<file path="src/rtl/mdu_div_seq.sv">
// Sequential 32-bit restoring divider for DIV/DIVU.
// Fixed 33-cycle busy window, result registered as {remainder, quotient}.
module mdu_div_seq (
   input  logic        clk,
   input  logic        rst,
   input  logic [1:0]  div_op,
   input  logic [31:0] dividend,
   input  logic [31:0] divisor,
   output logic [63:0] result,
   output logic        done
);

   typedef enum logic [1:0] {
      IDLE = 2'd0,
      CALC = 2'd1,
      FIX  = 2'd2
   } state_t;

   state_t      state;
   logic [4:0]  cnt;
   logic [31:0] quo;
   logic [31:0] rem;
   logic [31:0] dvs;
   logic        q_neg;
   logic        r_neg;

   logic        op_signed;
   logic        op_start;
   logic [31:0] a_mag;
   logic [31:0] b_mag;
   logic [32:0] shifted;
   logic        ge;
   logic [31:0] diff;

   assign op_signed = (div_op == 2'b10);
   assign op_start  = (div_op == 2'b10) || (div_op == 2'b01);

   // Magnitude of -2^31 wraps to itself, which yields the defined overflow result.
   assign a_mag = (op_signed && dividend[31]) ? (32'd0 - dividend) : dividend;
   assign b_mag = (op_signed && divisor[31])  ? (32'd0 - divisor)  : divisor;

   assign shifted = {rem, quo[31]};
   assign ge      = (shifted >= {1'b0, dvs});
   assign diff    = shifted[31:0] - dvs;

   always_ff @(posedge clk) begin
      if (rst) begin
         state  <= IDLE;
         done   <= 1'b1;
         result <= 64'd0;
         cnt    <= 5'd0;
         quo    <= 32'd0;
         rem    <= 32'd0;
         dvs    <= 32'd0;
         q_neg  <= 1'b0;
         r_neg  <= 1'b0;
      end else begin
         unique case (state)
            IDLE: begin
               if (op_start) begin
                  quo   <= a_mag;
                  dvs   <= b_mag;
                  rem   <= 32'd0;
                  q_neg <= op_signed & (dividend[31] ^ divisor[31]);
                  r_neg <= op_signed & dividend[31];
                  cnt   <= 5'd0;
                  done  <= 1'b0;
                  state <= CALC;
               end
            end
            CALC: begin
               rem <= ge ? diff : shifted[31:0];
               quo <= {quo[30:0], ge};
               cnt <= cnt + 5'd1;
               if (cnt == 5'd31) begin
                  state <= FIX;
               end
            end
            FIX: begin
               result <= {(r_neg ? (32'd0 - rem) : rem),
                          (q_neg ? (32'd0 - quo) : quo)};
               done   <= 1'b1;
               state  <= IDLE;
            end
            default: begin
               state <= IDLE;
               done  <= 1'b1;
            end
         endcase
      end
   end

endmodule
</file>
<file path="config.mk">
export PLATFORM = sky130hd
export DESIGN_NAME = mdu_div_seq
export DESIGN_NICKNAME = d
export VERILOG_FILES = /design/src/rtl/mdu_div_seq.sv
export SDC_FILE = /design/constraint.sdc
export NUM_CORES = 1
export LEC_CHECK = 0
export CORE_UTILIZATION = 40
export DETAILED_ROUTE_END_ITERATION = 16
export SLEW_MARGIN = 15
export SYNTH_ARGS = -nofsm -noshare
export SYNTH_HDL_FRONTEND = slang
export SYNTH_SLANG_ARGS = --single-unit
</file>
<file path="constraint.sdc">
create_clock -name clk -period 2.75 [get_ports clk]
set_input_delay 0.275 -clock clk [delete_from_list [all_inputs] [get_ports clk]]
set_output_delay 0.275 -clock clk [all_outputs]
set_load 0.005 [all_outputs]
</file>
==> impl_metrics.json, run 1 <==
{
  "layout_commonest_cell": "sky130_fd_sc_hd__buf_4",
  "wire_length_of_the_first_global_routing_pass_mm": 47.58,
  "finalCriticalPeriod_ps": 2753,
  "post_synth_inst_count": 1333,
  "number_of_buffers_on_the_longest_clock_path": 2,
  "gp_congestion": 0.8578,
  "path_common_cell": "sky130_fd_sc_hd__or3_4",
  "finalNonFillerCells": 1945,
  "outcome": "finished, violations left",
  "async_flop_share_pct": 0,
  "maxCapViolations": 0,
  "crit_type": "reg2reg",
  "cts_inserted_buffers": 17,
  "synth.largest_area_cell": "sky130_fd_sc_hd__dfxtp_1",
  "critPathCaptureType": "flip-flop",
  "max_slew_margin_pct": 32.20,
  "crit_path_max_fanout": 5,
  "cts_tree": "built",
  "floorplan.initialDensity_pct": 40.68,
  "powerDensity_nw_per_um2": 773.0,
  "core.rowCount": 59,
  "violation_count_after_the_first_detailed_route_iteration": 711,
  "fin_util_pct": 55.76,
  "dp_cells": 1897,
  "postLayoutCellArea_um2": 14530,
  "hold_path_startpoint": "rst",
  "routed_wirelength_mm": 29.95,
  "cp_num_buf_inv": 0,
  "syn_area_per_cell_um2": 7.952,
  "gr-usage-all-layers_pct": 21.95,
  "number_of_global_route_vias_before_repair": 9307,
  "antenna_left": 0,
  "netlist.area_leader.share_pct": 32.11,
  "skew_ps": 12.48,
  "final_critical_path_setup_slack_ps": -2.911,
  "dp_worst_setup_slack_ps": -298.0,
  "class_of_the_tightest_hold_or_removal_check": "in2reg",
  "ys.flop_type": "sky130_fd_sc_hd__dfxtp_1",
  "final_layout_size_suffix_gt1_share_pct": 19.57,
  "critical_path.reg2reg.startpoint": "rem[9]",
  "vias_per_instance": 5.337,
  "grt_setup_unrepaired": "yes",
  "die_x_um": 164.8,
  "synth.distinct_cells": 71,
  "worst_hold_slack_ps": 265.8,
  "timing.critical_path.max_delay_family": "simple AND/OR/NAND/NOR gates",
  "worst_ir_drop_vdd_mv": 0.5568,
  "fin_nets": 1705,
  "ys_top_cells_by_area": "sky130_fd_sc_hd__dfxtp_1 32%, sky130_fd_sc_hd__xor2_1 6.4%, sky130_fd_sc_hd__nor2_1 5.6%",
  "critPathLaunch": "rem[9]",
  "placed_cell_area_um2": 13510,
  "synth_warnings": 0,
  "period_share_pct": 100.1,
  "worstPathCellList": "or3_4 > or3_4 > nor2_4 > nand2_2 > or2_1 > or4_4 > o41ai_4 > xor2_1 > a211oi_1",
  "setup_viol": 1,
  "globalRouteOverflowTotal": 0,
  "slowest_delay_ps": 460,
  "vias": 10380,
  "synth-seq-area-share_pct": 32.11,
  "htree_num_levels": 4,
  "violated_checks": "negative setup slack",
  "design.portCount": 133,
  "initial_antenna_violation_count": 0,
  "avgRoutedWirePerCell_um": 15.40,
  "insertion_delay_ps": 440,
  "drcViolationCount": 0,
  "cp_slowest_cell": "sky130_fd_sc_hd__or4_4",
  "clock-root-buffer": "sky130_fd_sc_hd__clkbuf_16",
  "core_area_um2": 26060,
  "port_buffers": 132,
  "worstSetupStartpointType": "flip-flop",
  "clock_sink_count": 170,
  "cts.clk_slew.worst_paths_ps": 70,
  "worst_slew_pin_slew_ps": 1013,
  "max_clock_freq_ghz": 0.3633,
  "most-common-layout-cells": "191 x sky130_fd_sc_hd__buf_4, 162 x sky130_fd_sc_hd__dfxtp_1, 157 x sky130_fd_sc_hd__nor2_1",
  "final_report_hold_violation_count": 0,
  "mappedNetlistArea_um2": 10600,
  "critical_path_data_required_time_ps": 3050,
  "die-height_um": 164.8,
  "ys_seq_elements": 170,
  "dpl.hpwl_mm": 22.77,
  "synth.net_count": 1441,
  "insertedDiodeCount": 0,
  "die_area_um2": 27160,
  "cellLeakagePower_nw": 5.640,
  "worst-endpoint-arrival_ps": 3050,
  "synth_enable_flop_cells": 0,
  "area_growth_syn_to_layout_pct": 37.08,
  "first_pass_iters": 5,
  "pin_count_of_the_biggest_net_entering_global_routing": 108,
  "timing_max_transition_violations_final": 0
}
## layer usage
layer	GRT usage (%)	share of wire [%]	up-vias
met3	2.838	3.9	19
met2	33.63	44	225
met5	0	0	-
li1	-	-	5350
met4	5.379	0.91	0
met1	32.23	51	4786
## area by class of cell
cell class,instances,area [um2]
clock inverter,14,156.4
timing repair buffer,331,2922
inverter,50,187.7
tap,335,419.2
fill,2471,11530
multi-input combinational,1027,7000
clock buffer,18,429.2
sequential,170,3416
## synth_stat cells, types with 4 or more instances
| library cell | number |
|---|---|
| sky130_fd_sc_hd__dfxtp_1 | 170 |
| sky130_fd_sc_hd__nor2_1 | 159 |
| sky130_fd_sc_hd__buf_1 | 4 |
| sky130_fd_sc_hd__o2bb2a_1 | 4 |
| sky130_fd_sc_hd__and2_1 | 6 |
| sky130_fd_sc_hd__ha_1 | 39 |
| sky130_fd_sc_hd__or2_2 | 6 |
| sky130_fd_sc_hd__a222oi_1 | 31 |
| sky130_fd_sc_hd__inv_1 | 50 |
| sky130_fd_sc_hd__a311oi_1 | 7 |
| sky130_fd_sc_hd__nand2_1 | 135 |
| sky130_fd_sc_hd__o41ai_1 | 14 |
| sky130_fd_sc_hd__nor4_1 | 12 |
| sky130_fd_sc_hd__mux2i_1 | 26 |
| sky130_fd_sc_hd__nand3_1 | 21 |
| sky130_fd_sc_hd__xor2_1 | 78 |
| sky130_fd_sc_hd__nand2b_1 | 8 |
| sky130_fd_sc_hd__o21ai_0 | 77 |
| sky130_fd_sc_hd__o211ai_1 | 6 |
| sky130_fd_sc_hd__a21oi_1 | 89 |
| sky130_fd_sc_hd__o21a_1 | 10 |
| sky130_fd_sc_hd__or4_4 | 4 |
| sky130_fd_sc_hd__o31ai_1 | 26 |
| sky130_fd_sc_hd__clkbuf_1 | 79 |
| sky130_fd_sc_hd__nor3_1 | 19 |
| sky130_fd_sc_hd__and3_1 | 9 |
| sky130_fd_sc_hd__a211oi_1 | 65 |
| sky130_fd_sc_hd__xnor2_1 | 60 |
| sky130_fd_sc_hd__nand4_1 | 11 |
| sky130_fd_sc_hd__o21bai_1 | 5 |
| sky130_fd_sc_hd__a21o_1 | 13 |
| sky130_fd_sc_hd__a22o_1 | 4 |
| sky130_fd_sc_hd__or4_1 | 4 |
| sky130_fd_sc_hd__a31oi_1 | 6 |
| sky130_fd_sc_hd__or3_1 | 12 |
| sky130_fd_sc_hd__nor2b_1 | 12 |
## through the flow
| step | power [mW] | setup TNS [ps] |
|---|---|---|
| 6_report | 11.23 | -2.911 |
| 5_1_grt | 11.95 | -652.1 |
| 4_1_cts | 10.73 | -33.94 |
| 3_5_place_dp | 8.037 | -7736 |
| 3_3_place_gp | 8.007 | -6029 |
| 2_1_floorplan | 6.035 | 0 |
## flip-flops by register name, indices dropped and copies added (netlist names)
signal,flops
result,64
cnt,5
done,1
quo,32
q_neg,1
rem,32
state,2
r_neg,1
dvs,32
## power breakdown
part | total, mW | switching [mW] | internal (mW)
Sequential | 2.88 | 0.220 | 2.66
Clock | 2.41 | 1.12 | 1.29
Combinational | 5.94 | 2.89 | 3.04
## kinds of logic (layout without fill, tap and decap cells)
family          count (synthesis)  in the layout  synth area share, %
simple gates                  441            441                19.81
mux                            26             26                2.455
compound gates                382            382                24.59
flops                         170            170                32.11
buf+inv                       136            413                4.851
xor+xnor                      138            138                11.40
fa+ha+maj                      40             40                4.792
## what timing repair did
item	in CTS	in global routing
endpoints found under the setup margin	41	41
gates resized for setup	21	47
cloned	0	1
setup buffers	5	11
hold buffers	0	0
pin swaps	7	22
## final timing paths
check / cells past startpoint / endpoint / slack (ps)
worst max-delay path: 9 / result[61] / -3
worst min-delay path: 2 / state[0] / 270
worst max register to register: 9 / result[61] / -3
worst min register to register: 2 / result[54] / 450
(Power assumes the default switching activity.)
==> run 2: changes to the inputs <==
Settings changed: CTS_CLUSTER_SIZE set to 20.
==> results of run 2 <==
Same layout as run 1: the final DEF is identical, and so are final timing and power.
==> run 3: changes to the inputs <==
Clock period 2.75 ns to 2.6 ns, I/O delays scaled along.
==> run 3 against run 2 <==
  * Die area did not move
  * Non-clock buffer count rose by 26
  * Maximum frequency rose by 2.3%
  * Sequential power rose by 6%
  * Largest cell class unchanged
  * The flow still finishes with violations (negative setup slack)
  * Total power rose by 7.4%
==> impl_metrics.json, run 3 (synthesis gave the netlist of run 1 again) <==
{
  "outcome": "finished, violations left",
  "violated_checks": "negative setup slack",
  "routed_wirelength_mm": 30.74,
  "clock_sink_count": 170,
  "clock-root-buffer": "sky130_fd_sc_hd__clkbuf_16",
  "powerDensity_nw_per_um2": 810.3,
  "worstSetupStartpointType": "flip-flop",
  "violation_count_after_the_first_detailed_route_iteration": 796,
  "crit_path_max_fanout": 3,
  "final_layout_size_suffix_gt1_share_pct": 22.80,
  "number_of_global_route_vias_before_repair": 9531,
  "critPathCaptureType": "flip-flop",
  "cts_hold_buffers_added": 0,
  "critPathLaunch": "rem[9]",
  "antenna_left": 0,
  "die_x_um": 164.8,
  "crit_end": "result[61]",
  "wire_length_of_the_first_global_routing_pass_mm": 48.44,
  "number_of_buffers_on_the_longest_clock_path": 2,
  "vias_per_instance": 5.335,
  "setup_viol": 4,
  "grtUsageMet2_pct": 35.03,
  "drcViolationCount": 0,
  "gr-usage-all-layers_pct": 22.47,
  "timing_max_transition_violations_final": 0,
  "hold_path_startpoint": "rst",
  "grt_use_met1_pct": 32.49,
  "skew_ps": 23.60,
  "first_pass_iters": 7,
  "cts_tree": "built",
  "insertion_delay_ps": 440,
  "core.rowCount": 59,
  "worst_slew_pin_slew_ps": 1103,
  "area_growth_syn_to_layout_pct": 40.46,
  "pin_count_of_the_biggest_net_entering_global_routing": 103,
  "dpl.hpwl_mm": 22.93,
  "p_sw_share_pct": 38.78,
  "avgRoutedWirePerCell_um": 15.59,
  "fin_nets": 1731,
  "critical_path_data_required_time_ps": 2890,
  "timing.reg2reg.setup_slack_ps": -90,
  "gp_congestion": 0.9033,
  "number_of_flip_flops_in_the_largest_register": 64,
  "crit_type": "reg2reg",
  "period_share_pct": 103.5,
  "cellLeakagePower_nw": 5.935,
  "maxCapViolations": 0,
  "max_clock_freq_ghz": 0.3715,
  "critical_path.reg2reg.startpoint": "rem[9]",
  "class_of_the_tightest_hold_or_removal_check": "in2reg",
  "worst_ir_drop_vdd_mv": 0.5127,
  "p_comb_share_pct": 53.8,
  "regMostFlops": "result",
  "grt_setup_unrepaired": "yes",
  "port_buffers": 132,
  "final_critical_path_setup_slack_ps": -91.76,
  "htree_num_levels": 4,
  "worstRegToRegCells": 9,
  "intPower_mw": 7.386,
  "p_switching_mw": 4.679,
  "design.portCount": 133,
  "cts.clk_slew.worst_paths_ps": 80,
  "layout_commonest_cell": "sky130_fd_sc_hd__buf_4",
  "finalCriticalPeriod_ps": 2692,
  "worst_hold_slack_ps": 259.4,
  "max_slew_margin_pct": 26.18,
  "power.share.sequential_pct": 25.3,
  "floorplan.initialDensity_pct": 40.68,
  "globalRoute.busiestLayer": "met2",
  "cts_inserted_buffers": 17,
  "die_area_um2": 27160,
  "r2r-end": "result[61]",
  "vias": 10515,
  "globalRouteOverflowTotal": 0,
  "placed_cell_area_um2": 13730,
  "p_clk_share_pct": 20.9,
  "worst-endpoint-arrival_ps": 2980,
  "final_report_hold_violation_count": 0,
  "global_route.usage.met3_pct": 2.988,
  "most-common-layout-cells": "216 x sky130_fd_sc_hd__buf_4, 156 x sky130_fd_sc_hd__nor2_1, 155 x sky130_fd_sc_hd__dfxtp_1",
  "initial_antenna_violation_count": 0,
  "die-height_um": 164.8,
  "num-fill-cells": 2415,
  "core_area_um2": 26060,
  "postLayoutCellArea_um2": 14890,
  "insertedDiodeCount": 0
}
[run 3: cell count changes in the layout (fill, tap and decap cells not counted), sizes merged]
cell | before | now
clkbuf | 19 | 20
clkinv | 4 | 5
bufinv | 1 | 0
inv | 57 | 58
clkdlybuf4s50 | 131 | 124
buf | 199 | 224
clkinvlp | 2 | 1
dlymetal6s2s | 0 | 7
[run 3: timing repair]
action,in CTS,in global routing
setup endpoints to repair,44,54
buffers inserted,7,6
resized for setup,52,61
gates cloned,1,2
pin swaps,17,44
[run 3: worst min path at each step]
stage	endpoint	depth (start not counted)	slack, ps
6_report	state[0]	2	260
5_1_grt	state[0]	2	280
4_1_cts	state[0]	2	250
3_5_place_dp	result[26]	2	440
3_3_place_gp	result[56]	2	440
2_1_floorplan	dvs[0]	2	400
[run 3: metrics by stage]
step                setup TNS, ps  worst slack (ps)  total power, mW  instances  utilization, %
floorplan                       0             3.579            6.419       1333               -
global placement           -13460            -405.6            8.467       1925           52.69
detailed placement         -15350            -438.2            8.517       1925           52.69
CTS                        -798.0            -105.9            11.60       1964           55.94
global route                -5254            -196.5            12.81       1971           57.14
finish                     -126.7            -91.76            12.07       1971           57.14
[run 3: final cells by class]
class | instances | area (um2) | area share [%]
Clock buffer | 18 | 429.2 | 2.882
Clock inverter | 14 | 148.9 | 1.000
Inverter | 50 | 187.7 | 1.261
Multi-Input combinational cell | 1027 | 7119 | 47.82
Sequential cell | 170 | 3425 | 23.00
Tap cell | 335 | 419.2 | 2.815
Timing Repair Buffer | 357 | 3161 | 21.23
[run 3: critical path: stages, from the launching register on]
cell,delay (ps)
sky130_fd_sc_hd__dfxtp_4,350
sky130_fd_sc_hd__or3_4,380
sky130_fd_sc_hd__or3_4,390
sky130_fd_sc_hd__nor2_4,120
sky130_fd_sc_hd__nand2_2,60
sky130_fd_sc_hd__or2_1,250
sky130_fd_sc_hd__or4_4,460
sky130_fd_sc_hd__o41ai_4,220
sky130_fd_sc_hd__xor2_1,220
sky130_fd_sc_hd__a211oi_1,100
[run 3: power groups by stage]
stage,Clock [mW],Sequential (mW),Combinational (mW)
final,2.53,3.05,6.49
after CTS,2.57,3.03,5.99
after global placement,0,3.08,5.39
after global routing,2.69,3.07,7.05
after detailed placement,0,3.09,5.43
after floorplan,0,3.06,3.36
[run 3: routing by layer]
layer	share of wire (%)	wire, um
met1	50	15360
met2	45	13710
met3	4.5	1369
met4	0.95	293
met5	0	0
